==> src/rtl/i2c_eeprom_responder.sv <==
// I2C target emulating a small 24Cxx-style EEPROM (device 1010_bbb, 8-bit word address).
// The first five bytes are exported as the id and baudrate configuration.
module i2c_eeprom_responder #(
    parameter logic [2:0] BLOCK  = 3'b000,
    parameter int         ADDR_W = 3
) (
    input  logic        clk,
    input  logic        rst_n,
    input  logic        scl_in,
    input  logic        sda_in,
    output logic        sda_out,
    output logic        sda_enable,
    output logic [7:0]  id,
    output logic [31:0] baudrate,
    output logic        busy,
    output logic        write_done
);
    localparam int DEPTH = 1 << ADDR_W;

    typedef enum logic [2:0] {
        IDLE, DEV_ADDR, ACK, WORD_ADDR, WRITE_DATA, READ_DATA, READ_ACK
    } state_t;

    state_t              state_q, nxt_q;
    logic [2:0]          scl_q, sda_q;
    logic [2:0]          bit_cnt_q;
    logic [7:0]          shift_q;
    logic [ADDR_W-1:0]   ptr_q;
    logic [7:0]          mem_q [DEPTH];
    logic                phase_q, rd_ack_q, sda_en_q, busy_q, wrote_q, wd_q;

    // [1] is the synchronised level, [2] the previous synchronised level
    logic scl_s, sda_s, scl_rise, scl_fall, start_c, stop_c;
    logic [7:0] byte_w;
    assign scl_s    = scl_q[1];
    assign sda_s    = sda_q[1];
    assign scl_rise = scl_q[1] & ~scl_q[2];
    assign scl_fall = ~scl_q[1] & scl_q[2];
    assign start_c  = scl_s & ~sda_q[1] & sda_q[2];
    assign stop_c   = scl_s & sda_q[1] & ~sda_q[2];
    assign byte_w   = {shift_q[6:0], sda_s};

    assign sda_out    = 1'b0;
    assign sda_enable = sda_en_q;
    assign busy       = busy_q;
    assign write_done = wd_q;
    assign id         = mem_q[0];
    assign baudrate   = {mem_q[ADDR_W'(4)], mem_q[ADDR_W'(3)], mem_q[ADDR_W'(2)], mem_q[ADDR_W'(1)]};

    always_ff @(posedge clk or negedge rst_n) begin
        if (!rst_n) begin
            state_q   <= IDLE;
            nxt_q     <= IDLE;
            scl_q     <= 3'b111;
            sda_q     <= 3'b111;
            bit_cnt_q <= '0;
            shift_q   <= '0;
            ptr_q     <= '0;
            phase_q   <= 1'b0;
            rd_ack_q  <= 1'b0;
            sda_en_q  <= 1'b0;
            busy_q    <= 1'b0;
            wrote_q   <= 1'b0;
            wd_q      <= 1'b0;
            for (int i = 0; i < DEPTH; i++) mem_q[i] <= '0;
        end else begin
            scl_q <= {scl_q[1:0], scl_in};
            sda_q <= {sda_q[1:0], sda_in};
            wd_q  <= 1'b0;
            if (start_c) begin
                state_q   <= DEV_ADDR;
                bit_cnt_q <= '0;
                sda_en_q  <= 1'b0;
                busy_q    <= 1'b0;
                wrote_q   <= 1'b0;
            end else if (stop_c) begin
                state_q  <= IDLE;
                sda_en_q <= 1'b0;
                busy_q   <= 1'b0;
                wd_q     <= wrote_q;
                wrote_q  <= 1'b0;
            end else begin
                case (state_q)
                    DEV_ADDR: if (scl_rise) begin
                        shift_q   <= byte_w;
                        bit_cnt_q <= bit_cnt_q + 3'd1;
                        if (bit_cnt_q == 3'd7) begin
                            if (byte_w[7:1] == {4'b1010, BLOCK}) begin
                                state_q <= ACK;
                                nxt_q   <= byte_w[0] ? READ_DATA : WORD_ADDR;
                                phase_q <= 1'b0;
                                busy_q  <= 1'b1;
                            end else begin
                                state_q <= IDLE;
                            end
                        end
                    end
                    // phase 0: pull low for the ACK bit; phase 1: release or start read data
                    ACK: if (scl_fall) begin
                        if (!phase_q) begin
                            sda_en_q <= 1'b1;
                            phase_q  <= 1'b1;
                        end else begin
                            phase_q   <= 1'b0;
                            state_q   <= nxt_q;
                            bit_cnt_q <= '0;
                            sda_en_q  <= 1'b0;
                            if (nxt_q == READ_DATA) begin
                                shift_q   <= mem_q[ptr_q];
                                sda_en_q  <= ~mem_q[ptr_q][7];
                                bit_cnt_q <= 3'd1;
                            end
                        end
                    end
                    WORD_ADDR: if (scl_rise) begin
                        shift_q   <= byte_w;
                        bit_cnt_q <= bit_cnt_q + 3'd1;
                        if (bit_cnt_q == 3'd7) begin
                            ptr_q   <= byte_w[ADDR_W-1:0];
                            state_q <= ACK;
                            nxt_q   <= WRITE_DATA;
                            phase_q <= 1'b0;
                        end
                    end
                    WRITE_DATA: if (scl_rise) begin
                        shift_q   <= byte_w;
                        bit_cnt_q <= bit_cnt_q + 3'd1;
                        if (bit_cnt_q == 3'd7) begin
                            mem_q[ptr_q] <= byte_w;
                            ptr_q        <= ptr_q + ADDR_W'(1);
                            wrote_q      <= 1'b1;
                            state_q      <= ACK;
                            nxt_q        <= WRITE_DATA;
                            phase_q      <= 1'b0;
                        end
                    end
                    // bit_cnt counts bits already driven; wrap to 0 means all 8 are out
                    READ_DATA: if (scl_fall) begin
                        if (bit_cnt_q == 3'd0) begin
                            sda_en_q <= 1'b0;
                            rd_ack_q <= 1'b0;
                            state_q  <= READ_ACK;
                        end else begin
                            sda_en_q  <= ~shift_q[3'd7 - bit_cnt_q];
                            bit_cnt_q <= bit_cnt_q + 3'd1;
                        end
                    end
                    READ_ACK: begin
                        if (scl_rise) begin
                            if (sda_s) begin
                                state_q <= IDLE;
                                busy_q  <= 1'b0;
                            end else begin
                                ptr_q    <= ptr_q + ADDR_W'(1);
                                rd_ack_q <= 1'b1;
                            end
                        end else if (scl_fall && rd_ack_q) begin
                            rd_ack_q  <= 1'b0;
                            shift_q   <= mem_q[ptr_q];
                            sda_en_q  <= ~mem_q[ptr_q][7];
                            bit_cnt_q <= 3'd1;
                            state_q   <= READ_DATA;
                        end
                    end
                    default: ;
                endcase
            end
        end
    end
endmodule
==> config.mk <==
export PLATFORM = sky130hd
export DESIGN_NAME = i2c_eeprom_responder
export DESIGN_NICKNAME = d
export VERILOG_FILES = /design/src/rtl/i2c_eeprom_responder.sv
export SDC_FILE = /design/constraint.sdc
export NUM_CORES = 1
export LEC_CHECK = 0
export CORE_ASPECT_RATIO = 0.7
export CORE_MARGIN = 5
export CORE_UTILIZATION = 26
export DETAILED_ROUTE_END_ITERATION = 6
export GPL_TIMING_DRIVEN = 1
export PLACE_DENSITY = 0.54
export SLEW_MARGIN = 0
export SYNTH_ARGS = -nofsm -noshare
export SYNTH_HDL_FRONTEND = slang
export SYNTH_SLANG_ARGS = --single-unit
==> constraint.sdc <==
create_clock -name clk -period 2.1 [get_ports clk]
set_input_delay 0.42 -clock clk [delete_from_list [all_inputs] [get_ports clk]]
set_output_delay 0.42 -clock clk [all_outputs]
set_load 0.03 [all_outputs]
==> run metrics, run 1 <==
reg-to-reg startpoint state_q[1]$_DFFE_PN0P_; Final setup viols 0; hold worst-path end scl_q[1]$_DFF_PN1_; Clock transition at path regs 60 ps; initial antenna violation count 0; worst-case reg-to-reg path depth 7; Mapped Area 5280 um^2; PwrDens 765 nW/um^2; internal power 3.51 mW; critical path peak fanout 9; CP Data Required Time 2330 ps; Initial Utilization 0.265; Hold/Removal Path Class flop to flop; Synth Register Bits 96; HP Start scl_q[0]$_DFF_PN1_; gr ovfl total 0; Yosys warning total 0; Post-DP HPWL 10100 um; Final Net Count 548; RSZ-0062 raised after global routing true; ys flop type dfrtp_1; Setup Skew 12.1 ps; CTS H-tree lvls 3; Worst VDD drop 0.309 mV; top post-synthesis cells by area dfrtp_1 43%, mux2_2 14%, buf_4 6.0%, mux4_2 4.3%, o21ai_0 3.6%; P_sw 1.59 mW; Post-Route WL 13700 um; Comb pwr share 0.263; final max-slew violation count 0; area added between synthesis and finish 26.2%; Via density 4.77; CP Launch Type flop; WHS 356 ps; first-pass GRT wire length 22100 um; final instance area 6660 um^2; Syn Inst Count 481; Reg power frac 0.400; Hold Path Stages 0; Avg Inst Size Synth 11.0 um^2; Yosys top cell area share 0.427; Ports 48; Total GRT Usage 0.120; Cell Area, Placed 6180 um^2; die width 180 um; fillers 2011; wire per inst 16.8 um; clk_lat worst skew 350 ps; die area 23300 um^2; layout cells sized above 1 0.372; LEAKAGE 2.91 nW; CTS tree built; crit share post-route 0.987; Hold Fails Final Rpt 0; gp weighted congestion 0.871; Core Rows 43; CP Data Arrival Time 2300 ps; status finished, final reports clean; share of the yosys chip area belonging to registers 0.457; largest net degree at the start of global routing 37; RR Endpoint state_q[0]$_DFFE_PN0P_; max cap viols 0; Crit Path Category flop to flop; Clock Tree Root clkbuf_16; First-pass DRT Iterations 5; register-to-register setup slack 30 ps; fin crit period 2070 ps; crit path capture type flop; Num CTS Buffers 9; antenna diode count 0; Cell variety after synth 58; Fmax 483 MHz; post-route ant nets 0; Clk pwr share 0.337; top cells by count, synth 90 x dfrtp_1, 67 x mux2_2, 42 x buf_4; DR vias 3887; number of synthesized flops with an enable pin 0; vias in the first global route 4008; count leader, synth dfrtp_1; switching share of total power 0.312; Buffers on Ports 38; DIE HEIGHT 129 um; Yosys top cell by area dfrtp_1; Sink Count 96; Core Region 19900 um^2; drt drc 0; clk buf depth 2; asr flop ratio synth 1.00; Starting DRT DRC Count 482
how the worst max path moves through the flow:
stage | depth (start not counted) | to | start | slack, ps
final | 7 | state_q[0]$_DFFE_PN0P_ | state_q[1]$_DFFE_PN0P_ | 30
after detailed placement | 6 | baudrate[20]$_DFFE_PN0P_ | state_q[1]$_DFFE_PN0P_ | -30
after global placement | 6 | baudrate[2]$_DFFE_PN0P_ | state_q[1]$_DFFE_PN0P_ | -20
after floorplan | 6 | baudrate[16]$_DFFE_PN0P_ | scl_q[1]$_DFF_PN1_ | -20
after CTS | 8 | state_q[0]$_DFFE_PN0P_ | bit_cnt_q[0]$_DFFE_PN0P_ | -5
after global routing | 7 | state_q[0]$_DFFE_PN0P_ | bit_cnt_q[0]$_DFFE_PN0P_ | -40
power by group through the flow:
stage / Combinational [mW] / Clock, mW / Sequential, mW
CTS: 1.28 / 1.78 / 2.04
detailed placement: 1.26 / 0 / 2.07
floorplan: 0.744 / 0 / 2.06
global placement: 1.25 / 0 / 2.06
global route: 1.49 / 1.85 / 2.05
finish: 1.34 / 1.72 / 2.04
critical path: stages, from the launching register on:
cell      delay [ps]
dfrtp_1          470
buf_4            220
nand3b_1         160
o21ai_0          180
a221oi_4         150
nor4_4           440
mux2i_1          260
o21ai_2           70
layout make-up:
cell class / count / area [um^2] / share of cell area
inverter: 8 / 30.0 / 0.00451
clock buffer: 11 / 253 / 0.0380
tap: 270 / 338 / 0.0507
clock inverter: 5 / 61.3 / 0.00921
sequential: 96 / 2410 / 0.362
timing repair buffer: 113 / 1010 / 0.152
multi-input combinational: 312 / 2550 / 0.383
repair_timing:
item / CTS / global route
endpoints found under the hold margin: 2 / 0
setup buffers: 0 / 4
pin swaps: 0 / 13
resized for setup: 3 / 21
gates cloned: 0 / 0
hold buffers: 1 / 0
endpoints found under the setup margin: 14 / 40
placed cells by master (no fill, tap or decap), types with 5 or more instances in the layout:
cell type and n:
nor2b_1 7, nand3b_1 6, conb_1 9, o21ai_0 38, nand3_1 10, dfrtp_1 89, nor2_1 17, clkbuf_16 9
mux2i_1 17, nand2b_1 6, nand2_1 36, a21oi_1 11, mux2_2 66, inv_1 7, buf_12 5, mux4_2 10
clkdlybuf4s50_1 37, buf_4 68, nor3_1 5, dfstp_2 6
cell families (layout without fill, tap and decap cells):
logic type | count (synthesis) | count (layout) | synth area share
mux | 94 | 94 | 0.218
other cells | 1 | 9 | 0.000711
buf+inv | 81 | 137 | 0.0903
simple gates | 112 | 112 | 0.110
flops | 96 | 96 | 0.457
fa+ha+maj | 5 | 5 | 0.0114
xor+xnor | 2 | 2 | 0.00332
compound gates | 90 | 90 | 0.109
stage by stage:
stage	worst slack [ps]	TNS (ps)	utilization	instances	power [mW]
after floorplan	-19.0	-321	-	489	2.80
after global placement	-22.7	-258	0.311	794	3.31
after detailed placement	-27.6	-89.0	0.311	794	3.33
after CTS	-4.65	-4.65	0.328	811	5.10
after global routing	-39.4	-184	0.335	815	5.39
final	27.7	0	0.335	815	5.10
metal layers:
metal	up-vias	track usage	routed length, um
met1	1944	0.182	6970
met5	-	0	0
met3	9	0.0342	852
met4	0	0.0258	128
met2	135	0.169	5740
li1	1799	-	-
flip-flops by register name, summed over array words and instances (netlist names), 3 cells and up:
signal     flops
mem_q         32
baudrate      24
id             8
shift_q        8
bit_cnt_q      3
nxt_q          3
ptr_q          3
scl_q          3
sda_q          3
state_q        3
Note: power is estimated with default switching activity, not from simulation.
==> run 2: changes to the inputs <==
--- a/config.mk
+++ b/config.mk
@@ -10,6 +10,7 @@
 export CORE_UTILIZATION = 26
 export DETAILED_ROUTE_END_ITERATION = 6
 export GPL_TIMING_DRIVEN = 1
+export MAX_ROUTING_LAYER = met4
 export PLACE_DENSITY = 0.54
 export SLEW_MARGIN = 0
 export SYNTH_ARGS = -nofsm -noshare
==> run metrics, run 2 (synthesized netlist as in run 1, its figures left out) <==
Hold/Removal Path Class flop to flop (unchanged); max incr delay on CP 440 ps (was 470 ps); post-route setup slack -52.3 ps (was 27.7 ps); Core Rows 43 (unchanged); slew of the pin with the lowest slew margin 691 ps; largest net degree at the start of global routing 58 (was 37); Crit Path Category flop to flop (unchanged); final std cells w/o fill 820 (was 815); die area 23300 um^2 (unchanged); Buffers on Ports 38 (unchanged); fillers 2021 (was 2011); Rel. slew slack 0.537; CTS H-tree lvls 3 (unchanged); Post-Route WL 14500 um (was 13700 um); gp weighted congestion 0.866 (was 0.871); clk_lat worst skew 340 ps (was 350 ps); Num CTS Buffers 9 (unchanged); DIE HEIGHT 129 um (unchanged); First-pass DRT Iterations 5 (unchanged); vias in the first global route 3952 (was 4008); wire per inst 17.7 um (was 16.8 um); Clock transition at path regs 60 ps (about the same); LEAKAGE 2.89 nW (was 2.91 nW); Final setup viols 3 (was 0); drt drc 0 (unchanged); Total GRT Usage 0.132 (was 0.120); max cap viols 0 (unchanged); Sink Count 96 (unchanged); Hold Fails Final Rpt 0 (unchanged); Core Region 19900 um^2 (unchanged); Setup Skew 5.48 ps (was 12.1 ps); PwrDens 756 nW/um^2 (was 765 nW/um^2); worst-case reg-to-reg path depth 8 (was 7); CTS tree built (unchanged); Post-DP HPWL 10800 um (was 10100 um); CP Data Arrival Time 2430 ps (was 2300 ps); layout cells sized above 1 0.380 (was 0.372); Via density 4.84 (was 4.77); most frequent cells in the layout 86 x dfrtp_1, 77 x buf_4, 66 x mux2_2 (was 89 x dfrtp_1, 68 x buf_4, 66 x mux2_2); gr ovfl total 0 (unchanged); CP Data Required Time 2380 ps (was 2330 ps); register-to-register setup slack -50 ps (was 30 ps); critical path peak fanout 3 (was 9); Clock Tree Root clkbuf_16 (unchanged); crit path capture type flop (unchanged); crit share post-route 1.02 (was 0.987); Setup crit end state_q[0]$_DFFE_PN0P_ (unchanged); RSZ-0062 raised after global routing true (unchanged); antenna diode count 0 (unchanged); first-pass GRT wire length 23200 um (was 22100 um); number of flip-flops in the largest register 32 (unchanged); area added between synthesis and finish 25.2% (was 26.2%); CP Launch Type flop (unchanged); crit-path cells ha_4 > ha_4 > maj3_2 > a221oi_4 > buf_4 > a211oi_2 > mux2_4 > o21ai_2 (was buf_4 > nand3b_1 > o21ai_0 > a221oi_4 > nor4_4 > mux2i_1 > o21ai_2); crit path max-delay cell type dfrtp_2 (was dfrtp_1); fin crit period 2150 ps (was 2070 ps); setup TNS -79.1 ps (was 0 ps); RR Endpoint state_q[0]$_DFFE_PN0P_ (unchanged); largest reg by FF count mem_q (unchanged); Final Net Count 554 (was 548); cell mode on critical path ha_4; Ports 48 (unchanged); final max-slew violation count 0 (unchanged); commonest non-fill, non-tap cell in the layout dfrtp_1 (unchanged); clk buf depth 2 (unchanged); Fmax 465 MHz (was 483 MHz); initial antenna violation count 0 (unchanged); DR vias 3967 (was 3887); Starting DRT DRC Count 349 (was 482); status finished with violations (was finished, final reports clean); die width 180 um (unchanged); Post-Place Cells 796 (was 794); post-route ant nets 0 (unchanged); Initial Utilization 0.265 (unchanged); Worst VDD drop 0.397 mV (was 0.309 mV); violations in the final reports negative setup slack; reg-to-reg startpoint bit_cnt_q[1]$_DFFE_PN0P_ (was state_q[1]$_DFFE_PN0P_); Worst Setup SP bit_cnt_q[1]$_DFFE_PN0P_ (was state_q[1]$_DFFE_PN0P_)
## run 2: cell count changes in the layout (fill, tap and decap cells not counted), sizes merged
| cell | change |
|---|---|
| bufinv | -1 |
| clkinv | +2 |
| clkinvlp | +1 |
| buf | +6 |
| clkbuf | -2 |
| inv | -1 |
## run 2: layout make-up
type                            count  area [um^2]  area share
Clock buffer                        9          225      0.0341
Clock inverter                      6         36.3     0.00549
Inverter                            8         30.0     0.00454
Multi-Input combinational cell    312         2530       0.383
Sequential cell                    96         2410       0.365
Tap cell                          270          338      0.0511
Timing Repair Buffer              119         1030       0.156
## run 2: timing repair
action / 4_1_cts / 5_1_grt
endpoints found under the setup margin: 19 / 46
pin swaps: 3 / 10
gates resized for setup: 5 / 20
hold buffers: 1 / 0
setup buffers: 4 / 5
gates cloned: 0 / 0
endpoints found under the hold margin: 14 / 0
## run 2: metrics by stage
step	hold WS [ps]	utilization	total power, mW	instance area [um^2]	setup slack [ps]
5_1_grt	363	0.332	5.27	6610	-99.1
6_report	360	0.332	5.00	6610	-52.3
3_5_place_dp	347	0.310	3.35	6170	-83.6
4_1_cts	361	0.327	4.95	6500	-29.3
3_3_place_gp	346	0.310	3.35	6170	-76.1
2_1_floorplan	124	-	2.80	5340	-19.0
## run 2: worst max-delay path, delay by kind of cell (launching register included)
family | cells | cell delay (ps)
AOI/OAI and AO/OA | 3 | 510
adders and majority gates | 3 | 660
buffers and inverters | 1 | 180
DFF | 1 | 440
muxes | 1 | 290
## run 2: worst min path at each step
| stage | to | slack (ps) | startpoint | cells after the start |
|---|---|---|---|---|
| CTS | scl_q[1]$_DFF_PN1_ | 360 | scl_q[0]$_DFF_PN1_ | 0 |
| detailed placement | wrote_q$_DFFE_PN0P_ | 350 | rst_n | 1 |
| finish | scl_q[1]$_DFF_PN1_ | 360 | scl_q[0]$_DFF_PN1_ | 0 |
| global placement | wrote_q$_DFFE_PN0P_ | 350 | rst_n | 1 |
| floorplan | baudrate[0]$_DFFE_PN0P_ | 120 | rst_n | 0 |
| global route | scl_q[1]$_DFF_PN1_ | 360 | scl_q[0]$_DFF_PN1_ | 0 |
## run 2: routing by layer
layer / GRT usage / share of wire
met2: 0.172 / 0.40
met4: 0.0271 / 0.011
met5: - / 0
met1: 0.202 / 0.53
met3: 0.0337 / 0.054
## run 2: where the power goes
| part | internal (mW) | total [mW] | switching [mW] |
|---|---|---|---|
| registers | 1.95 | 2.04 | 0.0886 |
| logic | 0.625 | 1.46 | 0.836 |
| clock network | 0.792 | 1.49 | 0.701 |
| total | 3.37 | 5.00 | 1.63 |
